File: config.mk
export PLATFORM = sky130hd
export DESIGN_NAME = hero_motion_ctrl_flat
export DESIGN_NICKNAME = d
export VERILOG_FILES = /design/src/rtl/hero_motion_ctrl_if.sv /design/src/rtl/hero_motion_ctrl.sv /design/src/flat_wrapper.sv
export SDC_FILE = /design/constraint.sdc
export NUM_CORES = 1
export LEC_CHECK = 0
export ABC_CLOCK_PERIOD_IN_PS = 5390
export BUFFER_PORTS_ARGS = -buffer_cell sky130_fd_sc_hd__buf_2
export CORE_MARGIN = 1.5
export CORE_UTILIZATION = 37
export CTS_CLUSTER_SIZE = 40
export DETAILED_ROUTE_END_ITERATION = 8
export PLACE_DENSITY = 0.52
export SETUP_SLACK_MARGIN = 0.2
export SYNTH_ARGS = -nofsm -noshare
export SYNTH_HDL_FRONTEND = slang
export SYNTH_SLANG_ARGS = --single-unit
File: constraint.sdc
create_clock -name clk -period 5.39 [get_ports clk]
set_clock_uncertainty 0.15 [all_clocks]
set_input_delay 0.8085 -clock clk [delete_from_list [all_inputs] [get_ports clk]]
set_output_delay 0.8085 -clock clk [all_outputs]
set_load 0.01 [all_outputs]
File: src/rtl/hero_motion_ctrl_if.sv
// ----------------------------------------------------------------------------
// hero_motion_ctrl_if : direction/request inputs and position/status outputs
// Revision : 1.0
// ----------------------------------------------------------------------------
`default_nettype none

interface hero_motion_ctrl_if;
    logic [1:0] dir;
    logic       move_req;
    logic [9:0] x;
    logic [9:0] y;
    logic [1:0] facing;
    logic [1:0] frame;
    logic       moving;
    logic       turning;
    logic       at_wall;
    logic       step_pulse;

    modport master (
        output dir, move_req,
        input  x, y, facing, frame, moving, turning, at_wall, step_pulse
    );

    modport slave (
        input  dir, move_req,
        output x, y, facing, frame, moving, turning, at_wall, step_pulse
    );
endinterface

`default_nettype wire

File: src/rtl/hero_motion_ctrl.sv
// ----------------------------------------------------------------------------
// hero_motion_ctrl : tick-prescaled IDLE/TURN/MOVE hero movement sequencer.
// Optional macro HERO_WRAP_EN : playfield edges wrap instead of clamp.
// Revision : 1.0
// ----------------------------------------------------------------------------
`default_nettype none

module hero_motion_ctrl #(
    parameter int TICK_DIV   = 500000,
    parameter int STEP       = 4,
    parameter int X_MAX      = 639,
    parameter int Y_MAX      = 479,
    parameter int X_INIT     = 320,
    parameter int Y_INIT     = 240,
    parameter int TURN_TICKS = 2
) (
    input  logic               clk,
    input  logic               rst_n,
    hero_motion_ctrl_if.slave  bus
);

    localparam int CNT_W = (TICK_DIV > 2) ? $clog2(TICK_DIV) : 1;
    localparam int TC_W  = (TURN_TICKS > 2) ? $clog2(TURN_TICKS) : 1;

    localparam logic [CNT_W-1:0] TICK_LAST   = CNT_W'(TICK_DIV - 1);
    localparam logic [TC_W-1:0]  TURN_RELOAD = TC_W'(TURN_TICKS - 1);
    localparam logic [10:0]      STEP_E      = 11'(STEP);
    localparam logic [10:0]      X_LIM       = 11'(X_MAX);
    localparam logic [10:0]      Y_LIM       = 11'(Y_MAX);

    typedef enum logic [1:0] {
        S_IDLE = 2'd0,
        S_TURN = 2'd1,
        S_MOVE = 2'd2
    } state_t;

    state_t           state_q;
    logic [CNT_W-1:0] cnt_q;
    logic [TC_W-1:0]  turn_cnt_q;
    logic [9:0]       x_q;
    logic [9:0]       y_q;
    logic [1:0]       facing_q;
    logic [1:0]       frame_q;
    logic             moving_q;
    logic             turning_q;
    logic             at_wall_q;
    logic             step_pulse_q;

    logic             tick;
    logic             do_step;
    logic [10:0]      coord_ext;
    logic [10:0]      lim_ext;
    logic [10:0]      res_ext;
    logic [9:0]       coord_d;
    logic             wall_d;
    logic             changed;

    assign tick    = (cnt_q == TICK_LAST);
    // A step happens whenever a held request matches facing outside TURN.
    assign do_step = tick && bus.move_req && (bus.dir == facing_q) && (state_q != S_TURN);

    // Facing bit 1 selects the x axis; bit 0 selects the increasing direction.
    always_comb begin
        coord_ext = facing_q[1] ? {1'b0, x_q} : {1'b0, y_q};
        lim_ext   = facing_q[1] ? X_LIM : Y_LIM;
        res_ext   = coord_ext;
        wall_d    = 1'b0;
        if (facing_q[0]) begin
            if (coord_ext + STEP_E > lim_ext) begin
`ifdef HERO_WRAP_EN
                res_ext = coord_ext + STEP_E - (lim_ext + 11'd1);
`else
                res_ext = lim_ext;
                wall_d  = 1'b1;
`endif
            end else begin
                res_ext = coord_ext + STEP_E;
            end
        end else begin
            if (coord_ext < STEP_E) begin
`ifdef HERO_WRAP_EN
                res_ext = coord_ext + lim_ext + 11'd1 - STEP_E;
`else
                res_ext = 11'd0;
                wall_d  = 1'b1;
`endif
            end else begin
                res_ext = coord_ext - STEP_E;
            end
        end
        coord_d = res_ext[9:0];
        changed = (res_ext != coord_ext);
    end

    always_ff @(posedge clk) begin
        if (!rst_n) begin
            state_q      <= S_IDLE;
            cnt_q        <= '0;
            turn_cnt_q   <= '0;
            x_q          <= 10'(X_INIT);
            y_q          <= 10'(Y_INIT);
            facing_q     <= 2'b00;
            frame_q      <= 2'd0;
            moving_q     <= 1'b0;
            turning_q    <= 1'b0;
            at_wall_q    <= 1'b0;
            step_pulse_q <= 1'b0;
        end else begin
            step_pulse_q <= 1'b0;
            cnt_q        <= tick ? '0 : cnt_q + 1'b1;
            if (tick) begin
                case (state_q)
                    S_IDLE: begin
                        if (bus.move_req && (bus.dir != facing_q)) begin
                            facing_q   <= bus.dir;
                            turn_cnt_q <= TURN_RELOAD;
                            state_q    <= S_TURN;
                            turning_q  <= 1'b1;
                        end else if (bus.move_req) begin
                            state_q  <= S_MOVE;
                            moving_q <= 1'b1;
                        end
                    end
                    S_TURN: begin
                        if (!bus.move_req) begin
                            state_q   <= S_IDLE;
                            turning_q <= 1'b0;
                        end else if (bus.dir != facing_q) begin
                            facing_q   <= bus.dir;
                            turn_cnt_q <= TURN_RELOAD;
                        end else if (turn_cnt_q == '0) begin
                            state_q   <= S_MOVE;
                            turning_q <= 1'b0;
                            moving_q  <= 1'b1;
                        end else begin
                            turn_cnt_q <= turn_cnt_q - 1'b1;
                        end
                    end
                    S_MOVE: begin
                        if (!bus.move_req) begin
                            state_q   <= S_IDLE;
                            moving_q  <= 1'b0;
                            frame_q   <= 2'd0;
                            at_wall_q <= 1'b0;
                        end else if (bus.dir != facing_q) begin
                            facing_q   <= bus.dir;
                            turn_cnt_q <= TURN_RELOAD;
                            state_q    <= S_TURN;
                            moving_q   <= 1'b0;
                            turning_q  <= 1'b1;
                            at_wall_q  <= 1'b0;
                        end
                    end
                    default: begin
                        state_q   <= S_IDLE;
                        moving_q  <= 1'b0;
                        turning_q <= 1'b0;
                    end
                endcase
            end
            if (do_step) begin
                if (facing_q[1]) begin
                    x_q <= coord_d;
                end else begin
                    y_q <= coord_d;
                end
                at_wall_q <= wall_d;
                if (changed) begin
                    step_pulse_q <= 1'b1;
                    frame_q      <= frame_q + 2'd1;
                end
            end
        end
    end

    assign bus.x          = x_q;
    assign bus.y          = y_q;
    assign bus.facing     = facing_q;
    assign bus.frame      = frame_q;
    assign bus.moving     = moving_q;
    assign bus.turning    = turning_q;
    assign bus.at_wall    = at_wall_q;
    assign bus.step_pulse = step_pulse_q;

endmodule

`default_nettype wire

File: src/flat_wrapper.sv
// flat-port wrapper written by rule: the top's interface ports become plain ports
module hero_motion_ctrl_flat 
#(
    parameter int TICK_DIV   = 500000,
    parameter int STEP       = 4,
    parameter int X_MAX      = 639,
    parameter int Y_MAX      = 479,
    parameter int X_INIT     = 320,
    parameter int Y_INIT     = 240,
    parameter int TURN_TICKS = 2
)
  (clk, rst_n, bus_dir, bus_move_req, bus_x, bus_y, bus_facing, bus_frame, bus_moving, bus_turning, bus_at_wall, bus_step_pulse);
  hero_motion_ctrl_if bus_i ();
  input  logic clk;
  input  logic rst_n;
  input wire logic [$bits(bus_i.dir)-1:0] bus_dir;
  input wire logic [$bits(bus_i.move_req)-1:0] bus_move_req;
  output wire logic [$bits(bus_i.x)-1:0] bus_x;
  output wire logic [$bits(bus_i.y)-1:0] bus_y;
  output wire logic [$bits(bus_i.facing)-1:0] bus_facing;
  output wire logic [$bits(bus_i.frame)-1:0] bus_frame;
  output wire logic [$bits(bus_i.moving)-1:0] bus_moving;
  output wire logic [$bits(bus_i.turning)-1:0] bus_turning;
  output wire logic [$bits(bus_i.at_wall)-1:0] bus_at_wall;
  output wire logic [$bits(bus_i.step_pulse)-1:0] bus_step_pulse;
  assign bus_i.dir = bus_dir;
  assign bus_i.move_req = bus_move_req;
  assign bus_x = bus_i.x;
  assign bus_y = bus_i.y;
  assign bus_facing = bus_i.facing;
  assign bus_frame = bus_i.frame;
  assign bus_moving = bus_i.moving;
  assign bus_turning = bus_i.turning;
  assign bus_at_wall = bus_i.at_wall;
  assign bus_step_pulse = bus_i.step_pulse;
  hero_motion_ctrl #(.TICK_DIV(TICK_DIV), .STEP(STEP), .X_MAX(X_MAX), .Y_MAX(Y_MAX), .X_INIT(X_INIT), .Y_INIT(Y_INIT), .TURN_TICKS(TURN_TICKS)) u_core (.clk(clk), .rst_n(rst_n), .bus(bus_i));
endmodule
# Yosys cells after proc, flatten, opt, wreduce, memory -nomap -nowiden
# Cells that the tools add are included.
totals:
  register_bits: 50
  inputBits: 5
  out_inout_bits: 28
  elab_cells: 110
op_classes:
  n_addsub: 5
  order_cmp: 2
  eq_ne: 22
  mux: 48
  n_bitwise: 2
  reduce_logical: 20
op_table:
  columns: ["operator", "n"]
  rows:
  - ["two-way mux 11 bit", 3]
  - ["two-way mux 2 bit", 15]
  - ["two-way mux 1 bit", 23]
  - ["two-way mux 10 bit", 2]
  - ["adder 19 x 1 -> 19 bit, second input constant", 1]
  - ["== test 19 bit, second input constant", 1]
  - ["inequality test 2 bit, second input constant", 6]
  - ["AND reduction 6 bit", 2]
  - ["adder 11 x 3 -> 11 bit, second input constant", 1]
  - ["greater-than comparator 11 bit", 1]
  - ["less-than comparator 11 x 3 -> 1 bit, second input constant", 1]
  - ["inequality test 11 bit", 1]
  - ["subtractor 11 x 3 -> 11 bit, second input constant", 1]
  - ["inequality test 2 x 1 -> 1 bit, second input constant", 5]
  - ["AND reduction 5 bit", 2]
  - ["case mux 1 bit (3 select lines)", 3]
  - ["AND reduction 7 bit", 1]
  - ["inequality test 3 x 2 -> 1 bit, second input constant", 2]
  - ["inequality test 3 bit, second input constant", 2]
  - ["case mux 2 bit (3 select lines)", 1]
  - ["AND reduction 2 bit", 3]
  - ["nonzero test 2 bit", 3]
  - ["logical AND 1 bit", 4]
  - ["case mux 2 bit (2 select lines)", 1]
  - ["other kinds (12)", 14]

# Longest topological paths before layout
# Gate-level depths: netlist (run 1).
depth:
  word_depth: 8
  ltp_mapped: 19

# Least setup slack after synthesis (run 1)
# No wires, ideal clock.
synth_path:
  kind: "register -> register"
  from: "register u_core.facing_q[1] (netlist: u_core.bus.facing[1])"
  to: "register u_core.step_pulse_q (netlist: u_core.bus.step_pulse)"
  setup_time_ns: 0.115
  arrival_time_ns: 4.201
  slack_ns: 0.923
  stages_incl_launch_ff: 20
  n_path_buf: 2
  synth_period_minus_slack_ns: 4.467
  path_cell_list: "dfxtp_1 -> buf_6 -> buf_12 -> mux2i_1 -> inv_1 -> ha_1 -> nand4_1 -> and2_1 -> nor2_1 -> xnor2_1 -> ha_1 -> nand3_1 -> a211o_1 -> nand3_1 -> o311ai_4 -> and4_2 -> or3_4 -> xnor2_1 -> or4_1 -> and3_1"
synth_between:
  elab_chain_len: 7
  elab_cells_between_ends: 15
  classes_between: "add/sub: 2; order compare: 2; eq/ne: 2; mux: 6; reduce/logical: 3"
synth_rtl:
  columns: ["element", "line", "text"]
  rows:
  - ["from (decl)", "hero_motion_ctrl.sv:42", "logic [1:0] facing_q;"]
  - ["from (signal assigned)", "hero_motion_ctrl.sv:115", "facing_q <= bus.dir;"]
  - ["from (signal assigned)", "hero_motion_ctrl.sv:129", "facing_q <= bus.dir;"]
  - ["from (signal assigned)", "hero_motion_ctrl.sv:146", "facing_q <= bus.dir;"]
  - ["two-way mux 10 bit", "hero_motion_ctrl.sv:64", "coord_ext = facing_q[1] ? {1'b0, x_q} : {1'b0, y_q};"]
  - ["adder 11 x 3 -> 11 bit", "hero_motion_ctrl.sv:69, hero_motion_ctrl.sv:77", null]
  - ["greater-than comparator 11 bit", "hero_motion_ctrl.sv:69", "if (coord_ext + STEP_E > lim_ext) begin"]
  - ["two-way mux 11 bit", "hero_motion_ctrl.sv:69", null]
  - ["two-way mux 11 bit", "hero_motion_ctrl.sv:68", "if (facing_q[0]) begin"]
  - ["inequality test 11 bit", "hero_motion_ctrl.sv:92", "changed = (res_ext != coord_ext);"]
  - ["two-way mux 1 bit", "hero_motion_ctrl.sv:168", "if (changed) begin"]
  - ["to (signal assigned)", "hero_motion_ctrl.sv:107", "step_pulse_q <= 1'b0;"]
  - ["to (signal assigned)", "hero_motion_ctrl.sv:109", "step_pulse_q <= 1'b0;"]
  - ["to (signal assigned)", "hero_motion_ctrl.sv:169", "step_pulse_q <= 1'b1;"]
  - ["to (decl)", "hero_motion_ctrl.sv:47", "logic step_pulse_q;"]
# Parallel ways exist; a longest one is shown, timed or not.
# A chain may end at the register's enable or synchronous reset.

# Final worst setup path (run 1)
# Ends and elaborated chain as after synthesis.

==> summary.json, run 1 <==
{
  "status": {"value": "complete, no violations"},
  "synthDistinctLibCells": {"value": 68},
  "yosysSeqAreaShare": {"value": 0.307},
  "setup_viol_count_final": {"value": 0},
  "final-instance-count-excl-fill": {"value": 518},
  "post-place-cells": {"value": 510},
  "final.period_utilization": {"value": 0.859},
  "tritoncts.num_buffers": {"value": 5},
  "post_dp_cell_area": {"value": 3470, "unit": "µm²"},
  "drv_cap": {"value": 0},
  "data_arrival_at_the_endpoint_of_the_critical_path": {"value": 4680, "unit": "ps"},
  "final_critical_path_setup_slack": {"value": 761, "unit": "ps"},
  "post_synth.cell_area_avg": {"value": 8.52, "unit": "µm²"},
  "floorplan.die.height": {"value": 96.9, "unit": "µm"},
  "cp_cell_sequence": {"value": "mux2i_1 -> inv_1 -> ha_1 -> nand4_1 -> and2_1 -> nor2_1 -> xnor2_1 -> ha_1 -> nand3_1 -> a211o_1 -> nand3_1 -> o311ai_4 -> and4_2 -> or3_4 -> xnor2_1 -> or4_1 -> and3_1"},
  "crit_reg_reg_endpoint": {"value": "u_core.bus.step_pulse"},
  "max_freq": {"value": 0.216, "unit": "GHz"},
  "primary_flip_flop_cell_chosen_by_synthesis_mapping": {"value": "sky130_fd_sc_hd__dfxtp_1"},
  "syn_to_final_growth": {"value": 9.74, "unit": "%"},
  "rsz0062_at_grt": {"value": "false"},
  "finalWeightedCongestion": {"value": 0.855},
  "fin_hold_ws": {"value": 319, "unit": "ps"},
  "groute.usage.overall": {"value": 0.175},
  "post_synth_instance_area": {"value": 3260, "unit": "µm²"},
  "antenna_cells": {"value": 0},
  "ant_nets": {"value": 0},
  "tightestPinTransition": {"value": 952, "unit": "ps"},
  "post_drt_wl_per_cell": {"value": 15.8, "unit": "µm"},
  "clock_tree.htree_level_count": {"value": 2},
  "synthesis.instances": {"value": 383},
  "std_cell_rows": {"value": 34},
  "core_area": {"value": 8640, "unit": "µm²"},
  "setup_tns": {"value": 0, "unit": "ps"},
  "detail_route.wirelength": {"value": 8200, "unit": "µm"},
  "synthesis_warning_total": {"value": 0},
  "synth_edf_count": {"value": 0},
  "clock_pin_slew_of_the_registers_on_the_worst_case_setup_and_hold_paths": {"value": 100, "unit": "ps"},
  "floorplan.die_area": {"value": 9400, "unit": "µm²"},
  "num_vias": {"value": 2844},
  "crit_end": {"value": "u_core.bus.step_pulse"},
  "report.final.hold_viol_count": {"value": 0},
  "pin_count": {"value": 33},
  "clock_tree_from_tritoncts": {"value": "yes"},
  "setup.worst_path.end_class": {"value": "register"},
  "worstRegToRegCells": {"value": 17},
  "timing.hold.worst.class": {"value": "register to register"},
  "cts_buffer_depth": {"value": 2},
  "initial_core_util": {"value": 0.378},
  "post-place-ws": {"value": 807, "unit": "ps"},
  "number_of_antenna_violations_at_the_first_check_in_global_routing": {"value": 0},
  "asyncSetResetFlopFracSynth": {"value": 0},
  "worst-r2r-setup-slack": {"value": 760, "unit": "ps"},
  "die_w": {"value": 96.9, "unit": "µm"},
  "timing.final.crit_period": {"value": 4630, "unit": "ps"},
  "drive_above_1_share": {"value": 0.171},
  "cts_setup_buffers": {"value": 0},
  "synth_seq_cells": {"value": 50},
  "drc": {"value": 0},
  "port_buffers": {"value": 32},
  "grt_max_degree": {"value": 38},
  "first_pass_detailed_route_iteration_total": {"value": 4},
  "cts_hold_repair.buffers": {"value": 0},
  "cts_resized": {"value": 0},
  "post_syn_nets": {"value": 400},
  "vias_per_cell": {"value": 5.49},
  "required": {"value": 5440, "unit": "ps"},
  "max-vdd-ir-drop": {"value": 0.0858, "unit": "mV"},
  "worst-path-max-fanout": {"value": 9},
  "cp_slowest_cell": {"value": "sky130_fd_sc_hd__dfxtp_2"},
  "final_util": {"value": 0.415},
  "global_route.overflow_total": {"value": 0},
  "final_nets": {"value": 426},
  "timing.rr.start": {"value": "u_core.bus.facing[1]"},
  "crit_path_start_kind": {"value": "register"},
  "detailedPlacementHpwl": {"value": 5990, "unit": "µm"},
  "p_leak": {"value": 1.43, "unit": "nW"},
  "clock_sinks": {"value": 50},
  "startpoint": {"value": "u_core.bus.facing[1]"},
  "clk_latency": {"value": 310, "unit": "ps"},
  "drt_iter0_drc": {"value": 95},
  "max_slew_margin": {"value": 0.365},
  "design_power_total": {"value": 665, "unit": "µW"},
  "final-max-slew-violation-count": {"value": 0},
  "grt_first_pass_wirelength": {"value": 13500, "unit": "µm"},
  "clockRootBuffer": {"value": "sky130_fd_sc_hd__clkbuf_8"},
  "crit_type": {"value": "register to register"},
  "grt_pass1_vias": {"value": 2640},
  "power_per_standard_cell_area": {"value": 186, "unit": "nW/µm²"},
  "timing.critical_path.slowest_cell_delay": {"value": 490, "unit": "ps"},
  "final_design_instance_area_without_fill": {"value": 3580, "unit": "µm²"}
}
==> synth_stat cells, drive strengths merged, types with 6 or more instances <==
cell type	number	area, µm²
nor2	37	139
nand2	39	146
nor4	6	37.5
dfxtp	50	1000
xor2	12	105
nor3	18	101
mux2i	17	211
o21ai	18	90.1
ha	12	150
xnor2	18	158
inv	10	37.5
and2	9	57.6
nand3	16	85.1
nor2b	7	43.8
a21oi	11	55.1
and3	12	76.3
clkbuf	11	55.1
==> metal layers <==
layer	GRT usage	routed length (µm)	vias to the layer above
met5	0	0	-
li1	-	-	1422
met3	0.0303	308	14
met4	0.0491	137	0
met2	0.282	3820	58
met1	0.241	3940	1350
==> critical path, delay by kind of cell (launching register included) <==
kind            cells  cell delay [ps]
buf+inv             1              140
xor+xnor            2              320
simple gates        9             1970
flops               1              490
compound gates      2              500
mux                 1              370
fa+ha+maj           2              580
==> registers in the layout, summed over array words and instances, names as in the netlist, 2 cells and up <==
| name | count |
|---|---|
| u_core.bus.x | 10 |
| u_core.state_q | 2 |
| u_core.bus.frame | 2 |
| u_core.bus.y | 10 |
| u_core.cnt_q | 19 |
| u_core.bus.facing | 2 |
==> how the worst min path moves through the flow <==
stage                          to                from  slack, ps  cells after the start
6_report          u_core.cnt_q[0]     u_core.cnt_q[0]        320                      1
5_1_grt        u_core.bus.turning  u_core.bus.turning        350                      1
4_1_cts           u_core.cnt_q[0]     u_core.cnt_q[0]        330                      1
3_5_place_dp      u_core.cnt_q[0]     u_core.cnt_q[0]        310                      1
3_3_place_gp   u_core.bus.turning  u_core.bus.turning        300                      1
2_1_floorplan     u_core.cnt_q[0]     u_core.cnt_q[0]        280                      1
==> cell families (layout without fill, tap and decap cells) <==
logic type               Yosys count  count (layout)  synth area share
buffers and inverters             26              53            0.0464
flip-flops                        50              50             0.307
adder cells (fa/ha/maj)           12              12            0.0460
XOR/XNOR                          30              30            0.0805
AO/OA/AOI/OAI                     69              69             0.162
AND/OR/NAND/NOR                  177             177             0.287
multiplexers                      19              19            0.0717
==> cell type report <==
cell class                 instances  area [µm²]
clock buffer                       5        68.8
clock inverter                     3        43.8
fill                             900        5050
inverter                          10        37.5
multi-input combinational        307        2110
sequential                        50        1000
tap                              108         135
timing repair buffer              35         183
==> report_power, final <==
| part | internal, mW | leakage, nW | switching (mW) |
|---|---|---|---|
| registers | 0.371 | 0.404 | 0.00169 |
| logic | 0.00688 | 0.968 | 0.0119 |
| clock network | 0.139 | 0.0585 | 0.134 |
==> cells in the final DEF, fill, tap and decap left out, types with 10 or more instances in the layout <==
cell / count
sky130_fd_sc_hd__dfxtp_1: 49
sky130_fd_sc_hd__nand2_1: 39
sky130_fd_sc_hd__nor2_1: 37
sky130_fd_sc_hd__buf_2: 32
sky130_fd_sc_hd__xnor2_1: 18
sky130_fd_sc_hd__o21ai_0: 18
sky130_fd_sc_hd__nor3_1: 17
sky130_fd_sc_hd__nand3_1: 15
sky130_fd_sc_hd__mux2i_1: 13
sky130_fd_sc_hd__xor2_1: 12
sky130_fd_sc_hd__ha_1: 12
sky130_fd_sc_hd__and3_1: 11
sky130_fd_sc_hd__a21oi_1: 11
sky130_fd_sc_hd__inv_1: 10
Note: power is estimated with default switching activity, not from simulation.
==> run 2: changes to the inputs <==
--- a/config.mk
+++ b/config.mk
@@ -11,6 +11,7 @@
 export CORE_UTILIZATION = 37
 export CTS_CLUSTER_SIZE = 40
 export DETAILED_ROUTE_END_ITERATION = 8
+export GPL_TIMING_DRIVEN = 0
 export PLACE_DENSITY = 0.52
 export SETUP_SLACK_MARGIN = 0.2
 export SYNTH_ARGS = -nofsm -noshare
==> summary.json, run 2 (synthesized netlist as in run 1, its figures left out) <==
{
  "status": {"value": "complete, no violations", "change": "unchanged"},
  "crit_buf_inv": {"value": 3, "change": "was 1"},
  "final_util": {"value": 0.428, "change": "was 0.415"},
  "setup_viol_count_final": {"value": 0, "change": "unchanged"},
  "tritoncts.num_buffers": {"value": 5, "change": "unchanged"},
  "drt_iter0_drc": {"value": 143, "change": "was 95"},
  "clock_tree.htree_level_count": {"value": 2, "change": "unchanged"},
  "layout.cells.most_common_list": {"value": "49 x sky130_fd_sc_hd__dfxtp_1, 39 x sky130_fd_sc_hd__nand2_1, 37 x sky130_fd_sc_hd__nor2_1", "change": "unchanged"},
  "final_nets": {"value": 440, "change": "was 426"},
  "rsz0062_at_grt": {"value": "false", "change": "unchanged"},
  "number_of_antenna_violations_at_the_first_check_in_global_routing": {"value": 0, "change": "unchanged"},
  "fin_hold_ws": {"value": 328, "unit": "ps", "change": "was 319 ps"},
  "regMostFlops": {"value": "u_core.cnt_q", "change": "unchanged"},
  "floorplan.die.height": {"value": 96.9, "unit": "µm", "change": "unchanged"},
  "worst_path_dominant_cell_family": {"value": "simple AND/OR/NAND/NOR gates", "change": "unchanged"},
  "post_drt_wl_per_cell": {"value": 16.1, "unit": "µm", "change": "was 15.8 µm"},
  "grt_pass1_vias": {"value": 2772, "change": "was 2640"},
  "design_power_total": {"value": 625, "unit": "µW", "change": "was 665 µW"},
  "antenna_cells": {"value": 0, "change": "unchanged"},
  "finalWeightedCongestion": {"value": 0.820, "change": "was 0.855"},
  "cp_cell_sequence": {"value": "buf_6 -> buf_12 -> mux2i_4 -> buf_4 -> nor4_1 -> or3b_1 -> xor2_1 -> ha_1 -> nand3_2 -> a211o_1 -> nand3_1 -> o311ai_4 -> a211oi_4 -> o21a_1 -> o21ai_0 -> or4_1 -> and3_1", "change": "was mux2i_1 -> inv_1 -> ha_1 -> nand4_1 -> and2_1 -> nor2_1 -> xnor2_1 -> ha_1 -> nand3_1 -> a211o_1 -> nand3_1 -> o311ai_4 -> and4_2 -> or3_4 -> xnor2_1 -> or4_1 -> and3_1"},
  "cp_slowest_cell": {"value": "sky130_fd_sc_hd__or4_1", "change": "was sky130_fd_sc_hd__dfxtp_2"},
  "startpoint_of_the_worst_hold_path": {"value": "u_core.cnt_q[0]", "change": "unchanged"},
  "port_buffers": {"value": 31, "change": "was 32"},
  "min_path_cells": {"value": 1, "change": "unchanged"},
  "detail_route.wirelength": {"value": 8560, "unit": "µm", "change": "was 8200 µm"},
  "crit_type": {"value": "register to register", "change": "unchanged"},
  "clockRootBuffer": {"value": "sky130_fd_sc_hd__clkbuf_8", "change": "unchanged"},
  "worst-r2r-setup-slack": {"value": 460, "unit": "ps", "change": "was 760 ps"},
  "final_critical_path_setup_slack": {"value": 456, "unit": "ps", "change": "was 761 ps"},
  "global_route.overflow_total": {"value": 0, "change": "unchanged"},
  "drive_above_1_share": {"value": 0.182, "change": "was 0.171"},
  "grt_max_degree": {"value": 19, "change": "was 38"},
  "groute.usage.overall": {"value": 0.183, "change": "was 0.175"},
  "drv_cap": {"value": 0, "change": "unchanged"},
  "detailedPlacementHpwl": {"value": 6480, "unit": "µm", "change": "was 5990 µm"},
  "post-place-ws": {"value": 308, "unit": "ps", "change": "was 807 ps"},
  "std_cell_rows": {"value": 34, "change": "unchanged"},
  "worstRegToRegCells": {"value": 17, "change": "unchanged"},
  "max-vdd-ir-drop": {"value": 0.110, "unit": "mV", "change": "was 0.0858 mV"},
  "final-max-slew-violation-count": {"value": 0, "change": "unchanged"},
  "clock_tree_from_tritoncts": {"value": "yes", "change": "unchanged"},
  "data_arrival_at_the_endpoint_of_the_critical_path": {"value": 4990, "unit": "ps", "change": "was 4680 ps"},
  "num_vias": {"value": 2876, "change": "was 2844"},
  "timing.critical_path.slowest_cell_delay": {"value": 550, "unit": "ps", "change": "was 490 ps"},
  "clock_pin_slew_of_the_registers_on_the_worst_case_setup_and_hold_paths": {"value": 100, "unit": "ps", "change": "about the same"},
  "die_w": {"value": 96.9, "unit": "µm", "change": "unchanged"},
  "worst-path-max-fanout": {"value": 10, "change": "was 9"},
  "clk_latency": {"value": 300, "unit": "ps", "change": "was 310 ps"},
  "timing.final.crit_period": {"value": 4930, "unit": "ps", "change": "was 4630 ps"},
  "setup.worst_path.end_class": {"value": "register", "change": "unchanged"},
  "layout_commonest_cell": {"value": "sky130_fd_sc_hd__dfxtp_1", "change": "unchanged"},
  "flip_flop_count_of_the_largest_register_all_copies_and_words_added": {"value": 19, "change": "unchanged"},
  "cts_buffer_depth": {"value": 2, "change": "unchanged"},
  "vias_per_cell": {"value": 5.41, "change": "was 5.49"},
  "power_per_standard_cell_area": {"value": 169, "unit": "nW/µm²", "change": "was 186 nW/µm²"},
  "max_freq": {"value": 0.203, "unit": "GHz", "change": "was 0.216 GHz"},
  "sink_of_the_worst_hold_path": {"value": "u_core.cnt_q[0]", "change": "unchanged"},
  "floorplan.die_area": {"value": 9400, "unit": "µm²", "change": "unchanged"},
  "setup_tns": {"value": 0, "unit": "ps", "change": "unchanged"},
  "p_leak": {"value": 1.47, "unit": "nW", "change": "was 1.43 nW"},
  "ant_nets": {"value": 0, "change": "unchanged"},
  "syn_to_final_growth": {"value": 13.3, "unit": "%", "change": "was 9.74%"},
  "timing.rr.start": {"value": "u_core.bus.facing[1]", "change": "unchanged"},
  "first_pass_detailed_route_iteration_total": {"value": 4, "change": "unchanged"},
  "final.period_utilization": {"value": 0.915, "change": "was 0.859"},
  "crit_reg_reg_endpoint": {"value": "u_core.bus.step_pulse", "change": "unchanged"},
  "drc": {"value": 0, "change": "unchanged"},
  "core_area": {"value": 8640, "unit": "µm²", "change": "unchanged"},
  "crit_path_start_kind": {"value": "register", "change": "unchanged"},
  "report.final.hold_viol_count": {"value": 0, "change": "unchanged"},
  "required": {"value": 5440, "unit": "ps", "change": "about the same"},
  "pin_count": {"value": 33, "change": "unchanged"},
  "grt_first_pass_wirelength": {"value": 14300, "unit": "µm", "change": "was 13500 µm"},
  "clock_sinks": {"value": 50, "change": "unchanged"},
  "max_slew_margin": {"value": 0.242, "change": "was 0.365"},
  "tightestPinTransition": {"value": 1130, "unit": "ps", "change": "was 952 ps"},
  "cts_hold_repair.buffers": {"value": 0, "change": "unchanged"},
  "timing.hold.worst.class": {"value": "register to register", "change": "unchanged"},
  "initial_core_util": {"value": 0.378, "change": "unchanged"}
}
==> run 2: changes by cell type in the layout (fill, tap and decap cells not counted), sizes merged <==
| cell | previous run | this run |
|---|---|---|
| bufinv | 1 | 0 |
| clkinv | 1 | 2 |
| clkbuf | 5 | 16 |
| buf | 35 | 38 |
==> run 2: power breakdown <==
group	switching, mW	total [mW]	leakage (nW)	internal (mW)
Combinational	0.0132	0.0213	1.01	0.00808
Clock	0.134	0.231	0.0502	0.0964
Sequential	0.00174	0.373	0.404	0.371
Total	0.149	0.625	1.47	0.476
==> run 2: metal layers <==
metal | track usage | vias up | wire, µm
met4 | 0.0513 | 0 | 70
met2 | 0.297 | 71 | 4050
met1 | 0.258 | 1349 | 4030
met5 | 0 | - | 0
met3 | 0.0210 | 6 | 417
li1 | - | 1450 | -
==> run 2: per-stage QoR <==
stage          cell area [µm²]  cells
3_3_place_gp              3550    522
6_report                  3700    532
4_1_cts                   3650    530
3_5_place_dp              3550    522
5_1_grt                   3700    532
2_1_floorplan             3260    383
==> run 2: layout make-up <==
type                       count  area [µm²]
buffer                        16         114
tap                          108         135
clock buffer                   5        68.8
inverter                      10        37.5
multi-input combinational    307        2140
sequential                    50        1000
fill                         886        4940
clock inverter                 3        28.8
timing repair buffer          33         170
==> run 2: timing repair <==
action                     in CTS  in global routing
setup buffers                   0                  2
gates resized for setup         0                  5
setup endpoints to repair       0                  3
==> run 2: worst max path at each step <==
stage / from / endpoint / slack [ps] / depth (start not counted)
3_3_place_gp: u_core.bus.facing[1] / u_core.bus.frame[1] / 360 / 19
2_1_floorplan: u_core.bus.facing[1] / u_core.bus.step_pulse / 920 / 19
5_1_grt: u_core.bus.facing[1] / u_core.bus.frame[0] / 220 / 19
6_report: u_core.bus.facing[1] / u_core.bus.step_pulse / 460 / 17
4_1_cts: u_core.bus.facing[1] / u_core.bus.frame[0] / 230 / 19
3_5_place_dp: u_core.bus.facing[1] / u_core.bus.frame[0] / 310 / 19
